==> config.mk <==
export PLATFORM = sky130hd
export DESIGN_NAME = preprocessor
export DESIGN_NICKNAME = d
export VERILOG_FILES = /design/src/rtl/preprocessor.sv
export SDC_FILE = /design/constraint.sdc
export NUM_CORES = 1
export LEC_CHECK = 0
export ABC_AREA = 0
export CORE_MARGIN = 3
export CORE_UTILIZATION = 40
export CTS_CLUSTER_SIZE = 10
export DETAILED_ROUTE_END_ITERATION = 6
export HOLD_SLACK_MARGIN = 0.08
export PLACE_DENSITY = 0.86
export SLEW_MARGIN = 40
export SYNTH_ARGS = -nofsm -noshare
export SYNTH_HDL_FRONTEND = slang
export SYNTH_SLANG_ARGS = --single-unit
==> constraint.sdc <==
create_clock -name clock -period 7.2 [get_ports clock]
set_input_delay 1.08 -clock clock [delete_from_list [all_inputs] [get_ports clock]]
set_output_delay 1.08 -clock clock [all_outputs]
set_load 0.05 [all_outputs]
==> src/rtl/preprocessor.sv <==
// Execute-stage operand preprocessor: decodes the control word, selects and
// extends ALU/shifter/store operands and registers them with unit enables.
module preprocessor (
   input  logic        clock,
   input  logic        reset,
   input  logic        enable_ex,
   input  logic [31:0] src1,
   input  logic [31:0] src2,
   input  logic [31:0] imm,
   input  logic [31:0] mem_data_read_in,
   input  logic [6:0]  control_in,
   output logic        mem_data_wr_en,
   output logic [31:0] mem_data_write_out,
   output logic [31:0] aluin1,
   output logic [31:0] aluin2,
   output logic [2:0]  operation_out,
   output logic [2:0]  opselect_out,
   output logic [4:0]  shift_number,
   output logic        enable_arith,
   output logic        enable_shift
);

   localparam logic [2:0] SHIFT_REG   = 3'b000;
   localparam logic [2:0] ARITH_LOGIC = 3'b001;
   localparam logic [2:0] MEM_WRITE   = 3'b100;
   localparam logic [2:0] MEM_READ    = 3'b101;

   localparam logic [2:0] LOADBYTE  = 3'b000;
   localparam logic [2:0] LOADBYTEU = 3'b100;
   localparam logic [2:0] LOADHALF  = 3'b001;
   localparam logic [2:0] LOADHALFU = 3'b101;

   localparam logic [2:0] OP_ADD = 3'b000;

   logic [2:0]  operation;
   logic        immp_regn;
   logic [2:0]  opselect;
   logic [31:0] immext;
   logic [31:0] load_val;

   logic        wr_en_d;
   logic [31:0] wdata_d;
   logic [31:0] aluin1_d;
   logic [31:0] aluin2_d;
   logic [2:0]  op_d;
   logic [2:0]  opsel_d;
   logic [4:0]  shamt_d;
   logic        arith_d;
   logic        shift_d;

   assign {operation, immp_regn, opselect} = control_in;
   assign immext = {{16{imm[15]}}, imm[15:0]};

   always_comb begin
      load_val = mem_data_read_in;
      case (operation)
         LOADBYTE:
            load_val = {{24{mem_data_read_in[7]}}, mem_data_read_in[7:0]};
         LOADBYTEU:
            load_val = {24'd0, mem_data_read_in[7:0]};
         LOADHALF:
            load_val = {{16{mem_data_read_in[15]}}, mem_data_read_in[15:0]};
         LOADHALFU:
            load_val = {16'd0, mem_data_read_in[15:0]};
         default:
            load_val = mem_data_read_in;
      endcase
   end

   // Data registers hold unless the active class names them.
   always_comb begin
      wr_en_d  = 1'b0;
      arith_d  = 1'b0;
      shift_d  = 1'b0;
      wdata_d  = mem_data_write_out;
      aluin1_d = aluin1;
      aluin2_d = aluin2;
      op_d     = operation_out;
      opsel_d  = opselect_out;
      shamt_d  = shift_number;
      if (enable_ex) begin
         opsel_d = opselect;
         unique case (1'b1)
            (opselect == ARITH_LOGIC): begin
               aluin1_d = src1;
               aluin2_d = immp_regn ? immext : src2;
               op_d     = operation;
               arith_d  = 1'b1;
            end
            (opselect == SHIFT_REG): begin
               aluin1_d = src1;
               aluin2_d = src2;
               shamt_d  = immp_regn ? imm[4:0] : src2[4:0];
               op_d     = operation;
               shift_d  = 1'b1;
            end
            (opselect == MEM_READ): begin
               aluin1_d = load_val;
               aluin2_d = 32'd0;
               op_d     = OP_ADD;
               arith_d  = 1'b1;
            end
            (opselect == MEM_WRITE): begin
               wdata_d  = src2;
               aluin1_d = src1;
               aluin2_d = immext;
               op_d     = OP_ADD;
               wr_en_d  = 1'b1;
            end
            default: ;
         endcase
      end
   end

   always_ff @(posedge clock or posedge reset) begin
      if (reset) begin
         mem_data_wr_en     <= 1'b0;
         mem_data_write_out <= 32'd0;
         aluin1             <= 32'd0;
         aluin2             <= 32'd0;
         operation_out      <= 3'd0;
         opselect_out       <= 3'd0;
         shift_number       <= 5'd0;
         enable_arith       <= 1'b0;
         enable_shift       <= 1'b0;
      end else begin
         mem_data_wr_en     <= wr_en_d;
         mem_data_write_out <= wdata_d;
         aluin1             <= aluin1_d;
         aluin2             <= aluin2_d;
         operation_out      <= op_d;
         opselect_out       <= opsel_d;
         shift_number       <= shamt_d;
         enable_arith       <= arith_d;
         enable_shift       <= shift_d;
      end
   end

endmodule

==> metrics, run 1 <==
Vias=between 4000 and 5000; EDFF count, synth=0; Tot GR Track Use=about 22%; Synth Area per Inst=10.3 sq um; Syn Nets=628; drt pass-1 iters=4; Rel. slew slack=47.3%; top-count cell post-synth=dfrtp_1; predominant post-synthesis flop cell=dfrtp_1; final setup fails=0; Mapped Area=5050 sq um; Ant. Diodes=0; Max rail drop VDD=around 150 uV; RSZ-0062 raised after global routing=no; final hold violations=0; top-area cell type share of the netlist area=54.5%; Initial Util=41.5%; die area=14000 sq um; capturing element type of the critical path=flip-flop; register bit total from synthesis=110; postcts setup bufs=0; worst reg2reg startpoint=mem_data_write_out[13]; Ports=248; H-tree depth=3; fin crit period=3.15 ns; Cells after Synth=between 400 and 500; Nets=837; Req. time, crit path=7.44 ns; hold path start=operation_out[1]; first-pass GRT wire length=25100 um; Rows=40; worst setup path startpoint=control_in[1]; Clock Pin Slew Worst Setup and Hold Paths=0.07 ns; Synth area leaders=dfrtp_1 55%, mux2_1 6.5%, a21oi_1 5.1%; measured slew at the worst slew-check pin=0.789 ns; vias in the first global route=roughly 4700; crit-path max FO=50; ratio of cells with drive above 1 in the final layout=5.69%; GRT overflow=0; Iter 0 DRT Violations=263; max-slew violation count=0; leakage=between 3 and 4 nW; Clock Skews=0 ns; WL final=between 15000 and 20000 um; R2R Setup Slk=roughly 6.4 ns; Worst setup SP type=primary input; share of the yosys chip area belonging to registers=54.5%; Cell Pwr Density=271 nW/um^2; synth unique cells=40; residual DRC count=0; setup TNS=0 ns; clk_lat worst skew=0.34 ns; initial antenna violation count=0; half-perimeter wire length after placement=11500 um; # resized after CTS=0; Die Span Y=118 um; hold_ws=0.479 ns; top cells by count, synth=110 x dfrtp_1, 62 x nand2_1, 51 x a21oi_1; outcome=complete, no violations; f_max=around 320 MHz; CTS Buffer Depth=2; Hold Crit Class=flip-flop to flip-flop; period utilization=between 40% and 50%; CTS tree=yes; Sink Count=110; Final Power=2.08 mW; async set or reset register ratio after synthesis=between 90% and 100%; CP arrival=about 3.4 ns; port bufs=231; maxcap violations=0; WL/cell=18.0 um; Yosys top cell by area=dfrtp_1; global placer's final weighted congestion=0.832; CTS root buf=clkbuf_16; largest net degree at the start of global routing=85; die width=118 um; drt via density=roughly 5.2; type of the worst setup path=primary input to flip-flop; Yosys Warn Count=0; Inserted Clock Buffers=9; remaining antenna violation count=0; core area=12200 sq um; Synth-to-Final Area Change=52.3%; Hold Buf Count CTS=0
[per-layer routing]
layer,up-vias,share of wire (%),global-route usage (%),wire length [um]
met4,0,2.8,8.50,439
li1,2140,-,-,-
met3,31,7.2,6.46,1140
met5,-,0,0,0
met2,175,50,39.0,7910
met1,2217,39,25.9,6190
[critical path, stage by stage]
cell and delay (ns):
clkdlybuf4s50_1 0.66, nand2b_4 0.53, nor2_4 0.37, buf_8 0.22, buf_8 0.17, mux2_2 0.34
[registers in the layout, indices dropped and copies added, names as in the netlist]
name / cells
aluin1: 32
enable_shift: 1
shift_number: 5
mem_data_write_out: 32
operation_out: 3
opselect_out: 3
mem_data_wr_en: 1
enable_arith: 1
aluin2: 32
[cell families after synthesis]
group,Yosys count,share of synthesized area (%)
buf+inv,43,4.98
mux,47,10.2
compound gates,161,19.2
flops,110,54.5
simple gates,129,11.1
[final timing paths]
check,end,depth (start not counted)
setup / recovery,mem_data_write_out[30],6
hold / removal,operation_out[1],2
setup reg to reg,mem_data_write_out[13],1
hold reg to reg,operation_out[1],2
max in group asynchronous,aluin2[14],3
min in group asynchronous,aluin2[24],2
[area by class of cell]
type / instances / area, sq um
well taps: 168 / 210
clock inverters: 6 / 46.3
clock buffers: 9 / 225
repair buffers: 237 / 2370
fillers: 985 / 4480
inverters: 4 / 17.5
flip-flops and latches: 110 / 2750
multi-input cells: 337 / 2060
[per-stage QoR]
step	setup WS (ns)	cell area (sq um)	utilization (%)	instances
finish	4.05	7680	63.2	871
global route	3.88	7680	63.2	871
CTS	4.06	7670	63.1	871
detailed placement	3.69	7400	60.9	856
global placement	3.53	7370	60.6	854
floorplan	3.22	5050	-	490
[placed cells by master, fill, tap and decap left out, types with 2 or more instances in the layout]
| master | synthesis | routed |
|---|---|---|
| a211oi_1 | 3 | 3 |
| buf_4 | 5 | 3 |
| dfrtp_1 | 110 | 110 |
| a21oi_1 | 51 | 51 |
| o21ai_1 | 25 | 25 |
| clkinvlp_4 | 0 | 2 |
| mux2i_1 | 12 | 12 |
| mux2_1 | 29 | 29 |
| a31oi_1 | 14 | 14 |
| o22ai_1 | 11 | 11 |
| nand2_1 | 62 | 62 |
| o21a_1 | 18 | 18 |
| nor2b_1 | 7 | 6 |
| clkbuf_16 | 0 | 9 |
| o21ai_0 | 26 | 26 |
| o221ai_1 | 6 | 6 |
| mux2_2 | 6 | 6 |
| and2_1 | 2 | 2 |
| buf_8 | 0 | 2 |
| clkdlybuf4s50_1 | 0 | 230 |
| inv_1 | 4 | 3 |
| nor2_1 | 45 | 45 |
| inv_6 | 0 | 2 |
| nor3_1 | 3 | 3 |
[power breakdown]
| group | switching (mW) | total, mW | internal (mW) | leakage, nW |
|---|---|---|---|---|
| Combinational | 0.547 | 0.849 | 0.302 | 1.70 |
| Sequential | 0.0549 | 0.775 | 0.720 | 1.31 |
| Clock | 0.226 | 0.461 | 0.235 | 0.128 |
| Total | 0.827 | 2.08 | 1.26 | 3.14 |
(Power assumes the default switching activity.)
==> run 2, diff against run 1 <==
Settings changed: CORE_UTILIZATION 40 to 37, PLACE_DENSITY 0.86 to 0.83.
Clock period 7.2 ns to 2.85 ns, I/O delays scaled along.
==> run 2 against run 1 <==
Compared with the run above: non-clock buffer count is 12 higher; routed wire length rose by 3.1%; count of clock-buffer cells in the layout increased by 2; design area up 1.7%; hold slack better by 0.0075 ns; via count grew 2.6%; highest routed layer unchanged.
==> metrics, run 2 (synthesized netlist as in run 1, its figures left out) <==
outcome=complete, no violations (unchanged); Hold Buf Count CTS=0 (unchanged); die area=15100 sq um (was 14000 sq um); Ports=248 (unchanged); share of power burned in registers=36.8% (was 37.2%); first-pass GRT wire length=24400 um (was 25100 um); RSZ-0062 raised after global routing=no (unchanged); Reg2Reg Depth=1 (unchanged); H-tree depth=3 (unchanged); WHS Path Cells=2 (unchanged); die width=123 um (was 118 um); max-slew violation count=0 (unchanged); CTS Buffer Depth=2 (unchanged); worst reg2reg startpoint=mem_data_write_out[11] (was mem_data_write_out[13]); Power Internal=3.20 mW (was 1.26 mW); GRT overflow=0 (unchanged); fin crit period=2.05 ns; Synth-to-Final Area Change=54.8% (was 52.3%); f_max=487 MHz; Nets=849 (was 837); initial antenna violation count=0 (unchanged); Iter 0 DRT Violations=253 (was 263); Initial Util=38.0% (was 41.5%); WHS Endpoint=aluin1[18] (was operation_out[1]); Vias=4680 (was 4563); period utilization=between 70 and 80%; WL/cell=18.1 um (was 18.0 um); Inserted Clock Buffers=9 (unchanged); Crit-path slowest cell=clkdlybuf4s50_1 (unchanged); type of the worst setup path=primary input to flip-flop (unchanged); biggest regs=aluin1: 32 flops, aluin2: 32 flops, mem_data_write_out: 32 flops (unchanged); final setup fails=0 (unchanged); # resized after CTS=0 (unchanged); measured slew at the worst slew-check pin=0.722 ns (was 0.789 ns); half-perimeter wire length after placement=12300 um (was 11500 um); CP Buf/Inv Count=2 (was 3); hold path start=aluin1[18] (was operation_out[1]); slowest stage delay, CP=0.70 ns (was 0.66 ns); setup TNS=0 ns (unchanged); worst path cell trace=clkdlybuf4s50_1 -> buf_4 -> nor2b_1 -> a21oi_1 -> o21ai_0 -> o21a_1 (was clkdlybuf4s50_1 -> nand2b_4 -> nor2_4 -> buf_8 -> buf_8 -> mux2_2); crit-path max FO=11 (was 50); Switching Share=39.7% (about the same); CTS tree=yes (unchanged); Req. time, crit path=3.14 ns (was 7.44 ns); Clock Skews=0 ns (unchanged); ratio of cells with drive above 1 in the final layout=6.98% (was 5.69%); CP arrival=2.34 ns (was 3.38 ns); drt pass-1 iters=4 (unchanged); vias in the first global route=4721 (was 4733); drt via density=5.25 (was 5.24); largest net degree at the start of global routing=40 (was 85); CP delay by family, top=buffers and inverters (unchanged); Rel. slew slack=51.8% (was 47.3%); Ant. Diodes=0 (unchanged); Worst setup SP type=primary input (unchanged); CTS root buf=clkbuf_16 (unchanged); area of the multi-input gates=2060 sq um (about the same); residual DRC count=0 (unchanged); Rows=42 (was 40); postcts setup bufs=0 (unchanged); port bufs=231 (unchanged); commonest cells after routing, fill and taps aside=231 x clkdlybuf4s50_1, 110 x dfrtp_1, 62 x nand2_1 (was 230 x clkdlybuf4s50_1, 110 x dfrtp_1, 62 x nand2_1); Final Power=5.31 mW (was 2.08 mW); fill cell count=1095 (was 985); clk_lat worst skew=0.34 ns (about the same); FF/Latch Area=2750 sq um (unchanged); Sw Pwr=2.11 mW (was 827 uW); R2R Setup Slk=2.03 ns (was 6.36 ns); global placer's final weighted congestion=0.845 (was 0.832); Hold Crit Class=flip-flop to flip-flop (unchanged); core area=13300 sq um (was 12200 sq um); Tot GR Track Use=20.9% (was 22.3%); remaining antenna violation count=0 (unchanged); Clock Pin Slew Worst Setup and Hold Paths=0.07 ns (about the same); FF-to-FF End=mem_data_write_out[11] (was mem_data_write_out[13]); Clk pwr share=22.4% (was 22.1%); maxcap violations=0 (unchanged); commonest non-fill, non-tap cell in the layout=clkdlybuf4s50_1 (unchanged); Logic pwr share=40.8% (was 40.7%); Die Span Y=123 um (was 118 um); Cell Pwr Density=680 nW/um^2 (was 271 nW/um^2); capturing element type of the critical path=flip-flop (unchanged); WL final=16200 um (was 15700 um); final hold violations=0 (unchanged); Sink Count=110 (unchanged); Max rail drop VDD=381 uV (was 146 uV); leakage=3.20 nW (was 3.14 nW)
==> run 2: per-stage QoR <==
step / setup WS (ns) / cells / cell area (sq um) / util [%] / hold slack (ns)
after floorplan: 1.09 / 490 / 5050 / - / 0.556
after global placement: 0.408 / 876 / 7530 / 56.6 / 0.466
after detailed placement: 0.293 / 876 / 7530 / 56.6 / 0.474
after global routing: 0.653 / 892 / 7810 / 58.8 / 0.512
final: 0.798 / 892 / 7810 / 58.8 / 0.487
after CTS: 0.681 / 892 / 7800 / 58.7 / 0.490
==> run 2: per-layer routing <==
metal  vias to the layer above  part of all wire [%]  track usage (%)
met1                      2269                    37             23.9
met4                         0                   3.4             9.38
li1                       2161                     -                -
met3                        39                   8.9             6.50
met5                         -                     0                0
met2                       211                    50             35.8
==> run 2: cell type report <==
class                           instances  area share, %
Timing Repair Buffer                  249           31.8
Multi-Input combinational cell        337           26.3
Clock inverter                          5          0.577
Inverter                                4          0.240
Clock buffer                           11           2.98
Tap cell                              176           2.82
Sequential cell                       110           35.2
==> run 2: worst min-delay path: cells and delay by family (launching register included) <==
kind | cells | cell delay (ns)
AO/OA/AOI/OAI | 1 | 0.06
AND/OR/NAND/NOR | 1 | 0.05
flip-flops | 1 | 0.34
==> run 2: power groups by stage <==
stage / combinational (mW) / clock (mW) / sequential [mW]
after floorplan: 0.393 / 0 / 2.90
after global placement: 2.14 / 0 / 1.97
after detailed placement: 2.18 / 0 / 1.99
after CTS: 2.18 / 1.22 / 1.96
after global routing: 2.28 / 1.28 / 1.99
final: 2.17 / 1.19 / 1.96
==> run 2: how the worst max path moves through the flow <==
stage,to,from,cells after the start,slack [ns]
2_1_floorplan,aluin1[0],reset,1,1.09
3_3_place_gp,aluin2[15],control_in[2],5,0.41
3_5_place_dp,aluin2[15],control_in[2],5,0.29
4_1_cts,aluin2[15],control_in[2],5,0.68
5_1_grt,aluin2[11],control_in[2],6,0.65
6_report,aluin2[11],control_in[2],6,0.80
==> run 3, diff against run 2 <==
Settings changed: CORE_UTILIZATION 37 to 40, PLACE_DENSITY 0.83 to 0.86.
Clock period 2.85 ns to 1.93 ns, I/O delays scaled along.
==> run 3 against run 2 <==
Compared with the run above: hold slack got worse by 0.087 ns; flip-flop and latch count did not move; count of clock-buffer cells in the layout fell by 1; design area rose by 2.0%; utilization rose by 6.8 points; worst setup slack got worse by 0.72 ns; critical path type is now flip-flop to output port; critical endpoint is now mem_data_write_out[28]; first-iteration DRC count rose by 110%; highest routed layer unchanged; non-clock buffer count rose by 17.
==> metrics, run 3 (synthesized netlist as in run 1, its figures left out) <==
commonest cells after routing, fill and taps aside=229 x clkdlybuf4s50_1, 110 x dfrtp_1, 62 x nand2_1 (was 231 x clkdlybuf4s50_1, 110 x dfrtp_1, 62 x nand2_1); Placed Instances=885 (was 876); postcts setup bufs=0 (unchanged); global placer's final weighted congestion=0.888 (was 0.845); measured slew at the worst slew-check pin=0.744 ns (was 0.722 ns); Final Power=8.07 mW (was 5.31 mW); core area=12200 sq um (was 13300 sq um); M1 wire length=6360 um (was 6040 um); biggest regs=aluin1: 32 flops, aluin2: 32 flops, mem_data_write_out: 32 flops (unchanged); Crit-path slowest cell=clkdlybuf4s50_1 (unchanged); Non-Filler Instances=901 (was 892); hold_ws=0.400 ns (was 0.487 ns); crit-path max FO=2 (was 11); fill cell count=968 (was 1095); remaining antenna violation count=0 (unchanged); final setup fails=0 (unchanged); maxcap violations=0 (unchanged); f_max=540 MHz; DR WL met2=8140 um (about the same); Die Span Y=118 um (was 123 um); Max rail drop VDD=627 uV (was 381 uV); Clock Pin Slew Worst Setup and Hold Paths=0.08 ns (was 0.07 ns); Tot GR Track Use=23.1% (was 20.9%); # resized after CTS=0 (unchanged); area of the multi-input gates=2050 sq um (was 2060 sq um); fin crit period=1.85 ns; CP arrival=1.56 ns (was 2.34 ns); capturing element type of the critical path=output port (was flip-flop); clk_lat worst skew=0.34 ns (about the same); wire length on met3=1220 um (was 1430 um); worst path cell trace=clkdlybuf4s50_1 (was clkdlybuf4s50_1 -> buf_4 -> nor2b_1 -> a21oi_1 -> o21ai_0 -> o21a_1); ratio of cells with drive above 1 in the final layout=9.69% (was 6.98%); CP delay by family, top=buffers and inverters (unchanged); CP Buf/Inv Count=1 (was 2); Iter 0 DRT Violations=524 (was 253); Nets=866 (was 849); die area=14000 sq um (was 15100 sq um); first-pass GRT wire length=25900 um (was 24400 um); max-slew violation count=0 (unchanged); Ant. Diodes=0 (unchanged); half-perimeter wire length after placement=12300 um (about the same); largest net degree at the start of global routing=61 (was 40); commonest non-fill, non-tap cell in the layout=clkdlybuf4s50_1 (unchanged); outcome=complete, no violations (unchanged); residual DRC count=0 (unchanged); RSZ-0062 raised after global routing=no (unchanged); initial antenna violation count=0 (unchanged); DR top layer=met4 (unchanged); Hold Buf Count CTS=0 (unchanged); period utilization=95.9%; slowest stage delay, CP=0.83 ns (was 0.70 ns); port bufs=231 (unchanged); Clock Skews=0 ns (unchanged); WL final=16200 um (about the same); CTS tree=yes (unchanged); GRT overflow=0 (unchanged); finished layout cell area=7970 sq um (was 7810 sq um); die width=118 um (was 123 um); Vias=4684 (was 4680); utilization after layout=65.5% (was 58.8%); Rel. slew slack=50.4% (was 51.8%); final hold violations=0 (unchanged); Worst setup SP type=flip-flop (was primary input); CTS root buf=clkbuf_16 (unchanged); placement-stage cell area=7650 sq um (was 7530 sq um); Inserted Clock Buffers=9 (unchanged); Cell Pwr Density=1010 nW/um^2 (was 680 nW/um^2); drt via density=5.20 (was 5.25); Req. time, crit path=1.64 ns (was 3.14 ns); H-tree depth=3 (unchanged); Hold Crit Class=primary input to asynchronous set/reset pin (was flip-flop to flip-flop); WL/cell=17.9 um (was 18.1 um); Initial Util=41.5% (was 38.0%); vias in the first global route=4894 (was 4721); Rows=40 (was 42); drt pass-1 iters=4 (unchanged); type of the worst setup path=flip-flop to output port (was primary input to flip-flop); Sink Count=110 (unchanged); leakage=3.31 nW (was 3.20 nW); Synth-to-Final Area Change=57.9% (was 54.8%); FF/Latch Area=2750 sq um (unchanged); CTS Buffer Depth=2 (unchanged); Ports=248 (unchanged)
run 3: path summary, 6_finish.rpt:
kind / to / start / cells past startpoint / slack, ns
min in group clock: operation_out[1] / operation_out[1] / 2 / 0.48
setup reg to reg: mem_data_write_out[1] / mem_data_write_out[1] / 1 / 1.11
max in group asynchronous: enable_shift / reset / 3 / 1.23
setup / recovery: mem_data_write_out[28] / mem_data_write_out[28] / 1 / 0.08
hold / removal: mem_data_write_out[25] / reset / 3 / 0.40
hold reg to reg: operation_out[1] / operation_out[1] / 2 / 0.48
run 3: tightest hold or removal path, cell delays in order:
cell	delay (ns)
clkdlybuf4s50_1	0.44
clkinvlp_4	0.13
buf_12	0.26
run 3: power by group:
group	total (mW)	internal (mW)	leakage, nW	switching, mW
combinational	3.22	1.17	1.84	2.05
clock	1.96	1.07	0.156	0.890
sequential	2.89	2.68	1.31	0.208
run 3: cell type report:
class	count	area share [%]
Clock buffer	10	3.00
Tap cell	168	2.64
Clock inverter	6	0.958
Timing Repair Buffer	266	32.9
Inverter	4	0.236
Sequential cell	110	34.5
Multi-Input combinational cell	337	25.7
run 3: through the flow:
step,setup TNS (ns),setup WS [ns]
3_3_place_gp,-1.00,-0.0751
6_report,0,0.0797
3_5_place_dp,-1.62,-0.129
4_1_cts,0,0.0649
2_1_floorplan,0,0.311
5_1_grt,0,0.0293
run 3: routing by layer:
| layer | vias up | GRT usage (%) |
|---|---|---|
| met1 | 2254 | 27.2 |
| met5 | - | 0 |
| met3 | 30 | 6.46 |
| li1 | 2205 | - |
| met2 | 195 | 39.9 |
| met4 | 0 | 8.79 |
